### src/rtl/id_ex_operand_stage.sv
// ID/EX pipeline register with EX-stage operand forwarding and load-use
// hazard detection for the 16-bit MIPS core. alu_a/alu_b/alu_ctrl drive the
// ALU directly. Remaining control bits pass through to EX/MEM.
//
// Flow control: no valid/ready handshake. hazard_stall is a combinational
// request to PC/IF-ID. Whenever it or flush is high at a rising edge, this
// register loads a bubble instead of the ID inputs. A bubble has every
// control bit low and every address/data field zero.
module id_ex_operand_stage #(
  parameter int DW = 16,
  parameter int RW = 3
) (
  input  logic          clk,
  input  logic          rst_n,
  input  logic          flush,
  input  logic [DW-1:0] id_rs_data,
  input  logic [DW-1:0] id_rt_data,
  input  logic [DW-1:0] id_imm,
  input  logic [RW-1:0] id_rs,
  input  logic [RW-1:0] id_rt,
  input  logic [RW-1:0] id_rd,
  input  logic          id_alu_src,
  input  logic          id_reg_dst,
  input  logic [2:0]    id_alu_ctrl,
  input  logic          id_reg_write,
  input  logic          id_mem_read,
  input  logic          id_mem_write,
  input  logic          id_mem_to_reg,
  input  logic          exm_reg_write,
  input  logic [RW-1:0] exm_rd,
  input  logic [DW-1:0] exm_result,
  input  logic          mwb_reg_write,
  input  logic [RW-1:0] mwb_rd,
  input  logic [DW-1:0] mwb_result,
  output logic          hazard_stall,
  output logic [DW-1:0] alu_a,
  output logic [DW-1:0] alu_b,
  output logic [2:0]    alu_ctrl,
  output logic [DW-1:0] ex_store_data,
  output logic [RW-1:0] ex_dest,
  output logic          ex_reg_write,
  output logic          ex_mem_read,
  output logic          ex_mem_write,
  output logic          ex_mem_to_reg
);

  logic [RW-1:0] rs_q, rs_d;
  logic [RW-1:0] rt_q, rt_d;
  logic [RW-1:0] dest_q, dest_d;
  logic [DW-1:0] rs_data_q, rs_data_d;
  logic [DW-1:0] rt_data_q, rt_data_d;
  logic [DW-1:0] imm_q, imm_d;
  logic          alu_src_q, alu_src_d;
  logic [2:0]    alu_ctrl_q, alu_ctrl_d;
  logic          reg_write_q, reg_write_d;
  logic          mem_read_q, mem_read_d;
  logic          mem_write_q, mem_write_d;
  logic          mem_to_reg_q, mem_to_reg_d;

  logic [DW-1:0] fwd_a;
  logic [DW-1:0] fwd_b;

  // Load-use detect: a load in EX whose destination is read by the
  // instruction now in ID. The bubble it inserts clears mem_read_q, so the
  // stall lasts for one cycle only.
  always_comb begin
    hazard_stall = 1'b0;
    if (mem_read_q && (dest_q != '0) &&
        ((dest_q == id_rs) || (dest_q == id_rt))) begin
      hazard_stall = 1'b1;
    end
  end

  // Next-state selection: capture ID, or insert a bubble on flush/stall.
  always_comb begin
    rs_d         = id_rs;
    rt_d         = id_rt;
    dest_d       = id_reg_dst ? id_rd : id_rt;
    rs_data_d    = id_rs_data;
    rt_data_d    = id_rt_data;
    imm_d        = id_imm;
    alu_src_d    = id_alu_src;
    alu_ctrl_d   = id_alu_ctrl;
    reg_write_d  = id_reg_write;
    mem_read_d   = id_mem_read;
    mem_write_d  = id_mem_write;
    mem_to_reg_d = id_mem_to_reg;
    if (flush || hazard_stall) begin
      rs_d         = '0;
      rt_d         = '0;
      dest_d       = '0;
      rs_data_d    = '0;
      rt_data_d    = '0;
      imm_d        = '0;
      alu_src_d    = 1'b0;
      alu_ctrl_d   = 3'b000;
      reg_write_d  = 1'b0;
      mem_read_d   = 1'b0;
      mem_write_d  = 1'b0;
      mem_to_reg_d = 1'b0;
    end
  end

  // ID/EX pipeline register. Async reset gives a bubble immediately.
  always_ff @(posedge clk or negedge rst_n) begin
    if (!rst_n) begin
      rs_q         <= '0;
      rt_q         <= '0;
      dest_q       <= '0;
      rs_data_q    <= '0;
      rt_data_q    <= '0;
      imm_q        <= '0;
      alu_src_q    <= 1'b0;
      alu_ctrl_q   <= 3'b000;
      reg_write_q  <= 1'b0;
      mem_read_q   <= 1'b0;
      mem_write_q  <= 1'b0;
      mem_to_reg_q <= 1'b0;
    end else begin
      rs_q         <= rs_d;
      rt_q         <= rt_d;
      dest_q       <= dest_d;
      rs_data_q    <= rs_data_d;
      rt_data_q    <= rt_data_d;
      imm_q        <= imm_d;
      alu_src_q    <= alu_src_d;
      alu_ctrl_q   <= alu_ctrl_d;
      reg_write_q  <= reg_write_d;
      mem_read_q   <= mem_read_d;
      mem_write_q  <= mem_write_d;
      mem_to_reg_q <= mem_to_reg_d;
    end
  end

  // Operand A forwarding: r0 is always zero, and EX/MEM beats MEM/WB.
  // The address-equality test already excludes rd=0 once rs is nonzero.
  always_comb begin
    fwd_a = rs_data_q;
    if (rs_q == '0) begin
      fwd_a = '0;
    end else if (exm_reg_write && (exm_rd == rs_q)) begin
      fwd_a = exm_result;
    end else if (mwb_reg_write && (mwb_rd == rs_q)) begin
      fwd_a = mwb_result;
    end
  end

  // Operand B / store data forwarding, same priority rules on rt.
  always_comb begin
    fwd_b = rt_data_q;
    if (rt_q == '0) begin
      fwd_b = '0;
    end else if (exm_reg_write && (exm_rd == rt_q)) begin
      fwd_b = exm_result;
    end else if (mwb_reg_write && (mwb_rd == rt_q)) begin
      fwd_b = mwb_result;
    end
  end

  assign alu_a         = fwd_a;
  assign ex_store_data = fwd_b;
  assign alu_b         = alu_src_q ? imm_q : fwd_b;
  assign alu_ctrl      = alu_ctrl_q;
  assign ex_dest       = dest_q;
  assign ex_reg_write  = reg_write_q;
  assign ex_mem_read   = mem_read_q;
  assign ex_mem_write  = mem_write_q;
  assign ex_mem_to_reg = mem_to_reg_q;

endmodule

### config.mk
export PLATFORM = sky130hd
export DESIGN_NAME = id_ex_operand_stage
export DESIGN_NICKNAME = d
export VERILOG_FILES = /design/src/rtl/id_ex_operand_stage.sv
export SDC_FILE = /design/constraint.sdc
export NUM_CORES = 1
export LEC_CHECK = 0
export ABC_AREA = 1
export CORE_ASPECT_RATIO = 1.2
export CORE_MARGIN = 4
export CORE_UTILIZATION = 30
export DETAILED_ROUTE_END_ITERATION = 16
export PLACE_DENSITY = 0.67
export SYNTH_ARGS = -nofsm -noshare
export SYNTH_HDL_FRONTEND = slang
export SYNTH_SLANG_ARGS = --single-unit
### constraint.sdc
create_clock -name clk -period 1.75 [get_ports clk]
set_input_delay 0.2625 -clock clk [delete_from_list [all_inputs] [get_ports clk]]
set_output_delay 0.2625 -clock clk [all_outputs]
set_load 0.03 [all_outputs]
==> results of run 1 <==
-- through the flow --
step / hold WS (ns) / instance area (um^2) / TNS, ns / cells
5_1_grt: 0.453 / 7590 / -18.50 / 979
3_5_place_dp: 0.312 / 6120 / -19.97 / 948
2_1_floorplan: -0.0331 / 4080 / 0 / 611
4_1_cts: 0.432 / 7240 / -13.36 / 978
6_report: 0.449 / 7590 / -13.56 / 979
3_3_place_gp: 0.310 / 6120 / -19.32 / 948
-- Yosys cell counts, drive strengths merged, types with 3 or more instances --
cell type  count
nor2          80
buf           19
a21oi          4
clkbuf         5
o21ai          3
nand3        116
xnor2          6
nand2        154
inv          155
dfrtp         65
-- final timing paths --
| check | endpoint | slack [ns] |
|---|---|---|
| worst max-delay path | alu_a[2] | -0.35 |
| worst min-delay path | imm_q[5]$_DFF_PN0_ | 0.45 |
| worst max register to register | rt_data_q[4]$_DFF_PN0_ | 0.37 |
| worst min register to register | rs_q[0]$_DFF_PN0_ | 1.00 |
| max in group asynchronous | rs_data_q[5]$_DFF_PN0_ | 0.98 |
| min in group asynchronous | alu_ctrl[2]$_DFF_PN0_ | 0.49 |
-- worst max-delay path, cell delays in order (launching register included) --
cell and delay (ns):
dfrtp_1 0.41, buf_6 0.13, xor2_2 0.15, nor2_4 0.18, nand2_4 0.10, buf_12 0.15
nand2_1 0.06, nand3_1 0.07, nand2_1 0.10, inv_2 0.04, buf_6 0.13
-- cells by family (layout without fill, tap and decap cells) --
| family | count (synthesis) | after routing | share of synthesized area, % |
|---|---|---|---|
| simple gates | 351 | 353 | 38.9 |
| buf+inv | 180 | 378 | 18.6 |
| flops | 65 | 65 | 39.8 |
| compound gates | 8 | 8 | 1.16 |
| xor+xnor | 7 | 7 | 1.50 |
-- cell type report --
type / instances / share of cell area [%]
Clock buffer: 11 / 3.20
Clock inverter: 3 / 0.247
Inverter: 156 / 7.71
Multi-Input combinational cell: 368 / 32.5
Sequential cell: 65 / 21.4
Tap cell: 168 / 2.77
Timing Repair Buffer: 208 / 32.2
-- routing by layer --
layer  share of wire [%]  vias up  wire length [um]  track usage (%)
met5                   0        -                 0                0
met4                 1.9        0               277             5.15
met2                  50      172              7490             31.6
li1                    -     2196                 -                -
met1                  39     2005              5790             22.3
met3                 8.6       25              1280             5.99
-- where the power goes --
group | switching (W) | internal (W)
Clock | 0.000609 | 0.000977
Combinational | 0.00109 | 0.000949
Sequential | 0.0000410 | 0.00159
-- what timing repair did --
action,in CTS,in global routing
endpoints found under the hold margin,65,0
hold buffers,1,0
setup buffers,9,1
cloned,6,1
pin swaps,63,57
setup endpoints to repair,48,51
resized for setup,184,100
==> results.toml, run 1 <==
[sta]
layout_min_cycle_time_ns = 2.10
fin_ws_ns = -0.348
skew_ns = 0.00550
min_period_over_period_pct = 120
hold_viol = 0
report.final.slew_viol_count = 0
fmax_ghz = 0.477
setup_viol = 48
grt_setup_unrepaired = "true"
slew_headroom_pct = 41.9
tightestPinTransition_ns = 0.871

[setup_path]
critPathKind = "reg -> out"
crit_fanout = 7
required_ns = 1.49
critPathLaunchType = "flip-flop"
startpoint = "rs_q[2]$_DFF_PN0_"
endpoint_kind = "output port"
r2r_start = "ex_dest[1]$_DFF_PN0_"
reg2reg_depth = 7
crit_arrival_ns = 1.84

[drt]
wl_per_cell_um = 15.2
vias_per_cell = 4.49
dr_total_vias = 4398
wirelength_mm = 14.8
drc = 0
drt_iter0_drc = 247
postRouteAntennaNets = 0
drt_pass1_iterations = 6

[worst_hold_path]
worstHoldPathType = "in -> reg"
hold_depth = 3
min_from = "id_imm[5]"

[placed_design]
portBuffers = 167
dp_hpwl_mm = 10.2
place_ws_ns = -0.503
gp_congestion = 0.896

[yosys]
yosys-top-cells-area = "dfrtp_1 40%, inv_1 14%, nand2_1 14%"
syn_avg_cell_area_um2 = 6.68
yosysSeqAreaShare_pct = 39.8
yosysWarnings = 0
synth.top_cell.area_share_pct = 39.8
synthFlopType = "dfrtp_1"
synth-edff-count = 0
synth.distinct_cells = 24
syn_inst = 611
ys_ff_latch = 65
synth_top_area_cell = "dfrtp_1"
syn-cell-area_um2 = 4080
synthArstFlopShare_pct = 100
synthesis.nets = 720

[floorplanning]
io_pins = 168
die_area_um2 = 15500
die_x_um = 114
floorplan.rows = 46
start_util_pct = 30.7
core_area_um2 = 13300
die_h_um = 136

[run]
cap_violations = 0

[layout]
nFillCells = 1188
multiInputGateArea_um2 = 2470
drive_above_1_share_pct = 37.2
final_util_pct = 57.1
fin_nets = 917
final-seq-area_um2 = 1630
reg.largest.list = "imm_q (16), rs_data_q (16), rt_data_q (16)"
diodes = 0
final_cell_mix = "113 x inv_1, 109 x clkdlybuf4s50_1, 78 x nand2_1"
area_growth_pct = 86.0
final_common_cell = "inv_1"

[outcome]
status = "complete, but fails checks"
violations = "setup timing"

[power]
power_density_nw_per_um2 = 693
power_w = 0.00526
p_leak_nw = 4.03
ir_drop_mv = 0.413

[cts]
htreeDepth = 3
cts-root-buf = "clkbuf_16"
clk_pin_slew_worst_paths_ns = 0.05
ctsLongestPathBuffers = 2
clk_latency_ns = 0.32
cts_tree = "done"
cts_made_buffers = 9
clock_sinks = 65

[grt]
track_usage_pct = 18.5
first_global_vias = 4461
grt-ovfl-total = 0
antenna_found_initial = 0
grt_max_degree = 66
grt_pass1_wl_mm = 22.5
Note: power is estimated with default switching activity, not from simulation.
==> run 2, diff against run 1 <==
--- a/config.mk
+++ b/config.mk
@@ -5,12 +5,13 @@
 export SDC_FILE = /design/constraint.sdc
 export NUM_CORES = 1
 export LEC_CHECK = 0
-export ABC_AREA = 1
+export ABC_AREA = 0
 export CORE_ASPECT_RATIO = 1.2
 export CORE_MARGIN = 4
 export CORE_UTILIZATION = 30
 export DETAILED_ROUTE_END_ITERATION = 16
-export PLACE_DENSITY = 0.67
+export MAX_ROUTING_LAYER = met4
+export PLACE_DENSITY = 0.7
 export SYNTH_ARGS = -nofsm -noshare
 export SYNTH_HDL_FRONTEND = slang
 export SYNTH_SLANG_ARGS = --single-unit
==> run 2 against run 1 <==
Final area shrank 7.5%. The run still ends with setup timing left. Critical path depth is the same. Clock power grew 25%. Worst hold slack lost 0.028 ns. Largest power group is now clock. Non-clock buffer count grew 38. Setup slack lost 0.43 ns. Power grew 3.3%. Sequential power is essentially flat. Global-route usage grew 3.5 points. Fmax shrank 17%. Highest routed layer unchanged. First-iteration DRC count shrank 36%.
==> results.toml, run 2 <==
[yosys]
synth_top_area_cell = "dfrtp_1"
synthMuxAreaShare_pct = 5.45
syn_avg_cell_area_um2 = 9.84
ys_ff_latch = 65
synth.distinct_cells = 23
synthesis.nets = 464
yosysMostFrequentCell = "dfrtp_1"
synth-compound-area-share_pct = 14.4
synth-edff-count = 0
yosysWarnings = 0
synth.top_cell.area_share_pct = 46.6
synth_top_family_by_area = "simple AND/OR/NAND/NOR gates"
yosys-top-cells-area = "dfrtp_1 47%, nor3b_1 13%, mux2i_1 5.4%"
synthSimpleGateAreaFrac_pct = 25.2
synth_xor_area_share_pct = 4.51
synthArstFlopShare_pct = 100
synth-adder-area-share_pct = 0
syn-cell-area_um2 = 3490
yosysSeqAreaShare_pct = 46.6
synthFlopType = "dfrtp_1"
syn_inst = 355
synth_commonest_cells = "65 x dfrtp_1, 62 x nor3b_1, 32 x nand2_1, 32 x nor2_1, 28 x clkbuf_1"

[sta]
grt_setup_unrepaired = "true"
skew_ns = 0.00378
hold_viol = 0
min_period_over_period_pct = 144
report.final.slew_viol_count = 0
layout_min_cycle_time_ns = 2.53
tightestPinTransition_ns = 0.601
setup_viol = 48
fin_ws_ns = -0.775
fmax_ghz = 0.396
slew_headroom_pct = 59.6

[cts]
clock_sinks = 65
cts-root-buf = "clkbuf_16"
htreeDepth = 3
ctsLongestPathBuffers = 2
clk_latency_ns = 0.33
clk_pin_slew_worst_paths_ns = 0.06
cts_made_buffers = 9
cts_tree = "done"

[grt]
met1_usage_pct = 26.0
first_global_vias = 4038
grt_use_met2_pct = 37.5
grt-ovfl-total = 0
track_usage_pct = 22.1
grt_pass1_wl_mm = 22.2
met3_usage_pct = 3.43
top_usage_layer = "met2"
grt_max_degree = 66
antenna_found_initial = 2

[floorplanning]
io_pins = 168
core_area_um2 = 11200
die_x_um = 106
start_util_pct = 31.2
die_area_um2 = 13400
die_h_um = 126
floorplan.rows = 42

[run]
cap_violations = 0

[placed_design]
dp_hpwl_mm = 10.2
gp_congestion = 0.893
placedCellCount = 704
place_ws_ns = -0.765
portBuffers = 167

[layout]
fin_cells = 740
fin_nets = 688
nFillCells = 879
drive_above_1_share_pct = 41.3
final_common_cell = "clkdlybuf4s50_1"
area_growth_pct = 101
reg.largest.list = "imm_q (16), rs_data_q (16), rt_data_q (16)"
final_cell_mix = "108 x clkdlybuf4s50_1, 85 x buf_4, 62 x nor3b_1, 62 x dfrtp_1, 32 x nand2_1"

[setup_path]
crit_fanout = 6
cp_slowest_cell = "dfrtp_1"
critPathLaunchType = "flip-flop"
crit_arrival_ns = 2.26
crit_chain = "buf_4, buf_4, xnor2_2, and4_4, buf_12, buf_4, a211oi_2, buf_4, o31ai_4, buf_6"
endpoint_kind = "output port"
critPathKind = "reg -> out"
cp_common_cell = "buf_4"
required_ns = 1.49
worstPathBufferInverterCount = 6
slowest_delay_ns = 0.42
crit_family = "buffers and inverters"

[power]
p_clk_share_pct = 36.4
ir_drop_mv = 0.551
p_leak_nw = 2.99
internal_power_w = 0.00382
seq_power_share_pct = 30.3
power_density_nw_per_um2 = 774
netSwitchingFraction_pct = 29.8
p_switching_w = 0.00162
power_frac_comb_pct = 33.3

[drt]
drc = 0
wl_per_cell_um = 19.4
dr_total_vias = 3637
drt_iter0_drc = 159
wirelength_mm = 14.4
drt_pass1_iterations = 4
vias_per_cell = 4.91
postRouteAntennaNets = 0

[outcome]
violations = "setup timing"
status = "complete, but fails checks"

[worst_hold_path]
worstHoldPathType = "in -> reg"
run 2: layout make-up:
class	instances	area, um^2	area share (%)
diodes	2	5.00	0.0713
clock buffers	11	253	3.60
clock inverters	5	77.6	1.10
multi-input cells	257	2310	32.8
flip-flops and latches	65	1630	23.2
well taps	154	193	2.74
repair buffers	246	2560	36.4
run 2: path summary, 6_finish.rpt:
path                                       startpoint                 endpoint  slack [ns]  depth (start not counted)
worst min register to register  ex_mem_read$_DFF_PN0_   rs_data_q[5]$_DFF_PN0_        1.08                          5
max in group asynchronous                       rst_n     ex_dest[2]$_DFF_PN0_        0.96                          3
worst max register to register   ex_dest[0]$_DFF_PN0_   rt_data_q[7]$_DFF_PN0_        0.02                          5
worst max-delay path                rt_q[1]$_DFF_PN0_                 alu_b[3]       -0.78                         10
min in group asynchronous                       rst_n    alu_ctrl[0]$_DFF_PN0_        0.50                          3
worst min-delay path                            flush  rt_data_q[15]$_DFF_PN0_        0.42                          2
run 2: repair_timing:
item | in CTS | in global routing
hold endpoints to repair | 65 | 0
endpoints found under the setup margin | 49 | 49
setup buffers | 10 | 1
gates cloned | 6 | 0
gates resized for setup | 85 | 18
pin swaps | 64 | 6
hold buffers | 1 | 0
run 2: kinds of logic (layout without fill, tap and decap cells):
kind of cell,Yosys count,count (layout)
and+or+nand+nor,154,154
AOI/OAI and AO/OA,66,66
DFF,65,65
buffers and inverters,33,262
muxes,19,19
xor gates and xnor gates,18,18
other,0,2
run 2: power by group through the flow:
stage | Sequential [W] | Clock (W) | Combinational, W
floorplan | 0.00168 | 0 | 0.000730
global placement | 0.00166 | 0 | 0.00156
detailed placement | 0.00166 | 0 | 0.00157
CTS | 0.00164 | 0.00201 | 0.00178
global route | 0.00165 | 0.00208 | 0.00191
finish | 0.00165 | 0.00198 | 0.00181
run 2: metal layers:
layer  share of wire, %  up-vias  wire length [um]
met4                3.2        0               466
li1                   -     1729                 -
met5                  0        -                 0
met3                4.3       27               622
met2                 52      117              7440
met1                 41     1764              5860
run 2: stage by stage:
| step | setup TNS (ns) | total power (W) | cell area, um^2 | utilization, % | hold WS (ns) |
|---|---|---|---|---|---|
| after global placement | -31.91 | 0.00322 | 5950 | 53.2 | 0.304 |
| after CTS | -29.72 | 0.00544 | 6910 | 61.7 | 0.429 |
| final | -30.35 | 0.00544 | 7020 | 62.7 | 0.421 |
| after floorplan | -16.61 | 0.00241 | 3690 | - | -0.0331 |
| after detailed placement | -32.84 | 0.00324 | 5950 | 53.2 | 0.322 |
| after global routing | -33.83 | 0.00564 | 7020 | 62.7 | 0.434 |
==> run 3, diff against run 2 <==
--- a/config.mk
+++ b/config.mk
@@ -11,7 +11,7 @@
 export CORE_UTILIZATION = 30
 export DETAILED_ROUTE_END_ITERATION = 16
 export MAX_ROUTING_LAYER = met4
-export PLACE_DENSITY = 0.7
+export PLACE_DENSITY = 0.6
 export SYNTH_ARGS = -nofsm -noshare
 export SYNTH_HDL_FRONTEND = slang
 export SYNTH_SLANG_ARGS = --single-unit
==> run 3 against run 2 <==
The run still ends with setup timing left. Global-route usage down 0.63 points. Sequential power about the same. Core utilization down 1.2 points. Non-clock buffer count up 4. Routed wire length down 3.1%. Combinational power about the same. Setup slack worse by 0.032 ns. First-iteration DRC count down 25%. Cell count up 0.27%. Critical path depth down 3. Fmax down 1.3%. Via count down 0.25%.
==> results.toml, run 3 (synthesized netlist as in run 2, its figures left out) <==
[outcome]
status = "complete, but fails checks"
violations = "setup timing"

[sta]
setup_viol = 48
fmax_ghz = 0.391
setup-tns-final_ns = -30.99
slew_headroom_pct = 57.9
hold_viol = 0
fin_ws_ns = -0.807
report.final.slew_viol_count = 0
tightestPinTransition_ns = 0.626
grt_setup_unrepaired = "true"
layout_min_cycle_time_ns = 2.56
skew_ns = 0.00444
min_period_over_period_pct = 146

[floorplanning]
start_util_pct = 31.2
core_area_um2 = 11200
io_pins = 168
die_h_um = 126
die_x_um = 106
floorplan.rows = 42
die_area_um2 = 13400

[setup_path]
reg2reg_depth = 5
r2r-end = "imm_q[4]$_DFF_PN0_"
required_ns = 1.49
crit_arrival_ns = 2.29
crit_fanout = 8
r2r_start = "ex_dest[2]$_DFF_PN0_"
critPathLaunchType = "flip-flop"
critPathKind = "reg -> out"
endpoint_kind = "output port"
rrSetupSlack_ns = 0.21

[grt]
grt_pass1_wl_mm = 21.9
antenna_found_initial = 0
grt-ovfl-total = 0
track_usage_pct = 21.5
grt_max_degree = 66
first_global_vias = 4017

[worst_hold_path]
hold_depth = 3
worstHoldPathType = "in -> reg"
min_from = "flush"
min_to = "ex_dest[0]$_DFF_PN0_"

[placed_design]
gp_congestion = 0.859
place_ws_ns = -0.756
portBuffers = 167
dp_hpwl_mm = 9.92

[run]
cap_violations = 0

[power]
netSwitchingFraction_pct = 30.0
seq_power_share_pct = 31.9
p_clk_share_pct = 33.7
p_leak_nw = 2.93
ir_drop_mv = 0.462
power_density_nw_per_um2 = 751
internal_power_w = 0.00362
p_switching_w = 0.00155
power_frac_comb_pct = 34.4

[layout]
area_growth_pct = 97.3
final_common_cell = "clkdlybuf4s50_1"
final_util_pct = 61.6
reg.largest.list = "imm_q (16), rs_data_q (16), rt_data_q (16)"
drive_above_1_share_pct = 38.4
final_cell_mix = "110 x clkdlybuf4s50_1, 81 x buf_4, 62 x nor3b_1"
fin_nets = 692
diodes = 0

[drt]
wirelength_mm = 13.9
vias_per_cell = 4.89
postRouteAntennaNets = 0
drt_iter0_drc = 120
wl_per_cell_um = 18.8
drc = 0
drt_pass1_iterations = 4
dr_total_vias = 3628

[cts]
clk_latency_ns = 0.32
htreeDepth = 3
cts_tree = "done"
clock_sinks = 65
cts-root-buf = "clkbuf_16"
cts_made_buffers = 9
clk_pin_slew_worst_paths_ns = 0.05
ctsLongestPathBuffers = 2
run 3: worst max path at each step:
stage | end | slack (ns) | cells past startpoint | from
4_1_cts | alu_b[0] | -0.75 | 7 | rt_q[1]$_DFF_PN0_
6_report | alu_b[0] | -0.81 | 7 | rt_q[0]$_DFF_PN0_
5_1_grt | alu_b[0] | -0.89 | 7 | rt_q[0]$_DFF_PN0_
3_3_place_gp | alu_b[15] | -0.76 | 8 | mwb_rd[2]
2_1_floorplan | ex_store_data[10] | -0.38 | 6 | rt_q[2]$_DFF_PN0_
3_5_place_dp | alu_b[4] | -0.76 | 8 | mwb_rd[2]
run 3: through the flow:
step,cells,hold WS (ns),total power (W),area (um^2)
floorplan,355,-0.0331,0.00241,3690
global placement,701,0.304,0.00317,5830
detailed placement,701,0.306,0.00318,5830
CTS,739,0.455,0.00517,6760
global route,742,0.486,0.00538,6890
finish,742,0.465,0.00517,6890
run 3: final cells by class:
class	count	area (um^2)
timing repair buffer	250	2530
tap	154	193
clock inverter	3	40.0
multi-input combinational	257	2250
clock buffer	13	250
fill	932	4300
sequential	65	1630
run 3: critical path, stage by stage (launching register included):
cell and delay, ns:
dfrtp_1 0.39, xor2_1 0.19, or4b_4 0.61, buf_12 0.19, a211oi_2 0.23, buf_4 0.16, o31ai_4 0.05, buf_6 0.15
run 3: timing repair:
item	4_1_cts	5_1_grt
cloned	5	0
hold buffers	1	0
endpoints found under the setup margin	49	50
gates resized for setup	84	24
setup buffers	16	4
endpoints found under the hold margin	65	0
pin swaps	60	20
run 3: layer usage:
layer / track usage, % / vias up / part of all wire [%]
li1: - / 1737 / -
met1: 25.1 / 1758 / 42
met2: 36.5 / 101 / 51
met3: 2.66 / 32 / 3.3
met4: 10.3 / 0 / 3.7
met5: - / - / 0
run 3: power groups by stage:
stage	combinational [W]	clock [W]	sequential, W
after floorplan	0.000730	0	0.00168
after CTS	0.00174	0.00178	0.00164
final	0.00178	0.00175	0.00165
after global placement	0.00151	0	0.00166
after detailed placement	0.00152	0	0.00166
after global routing	0.00188	0.00185	0.00166
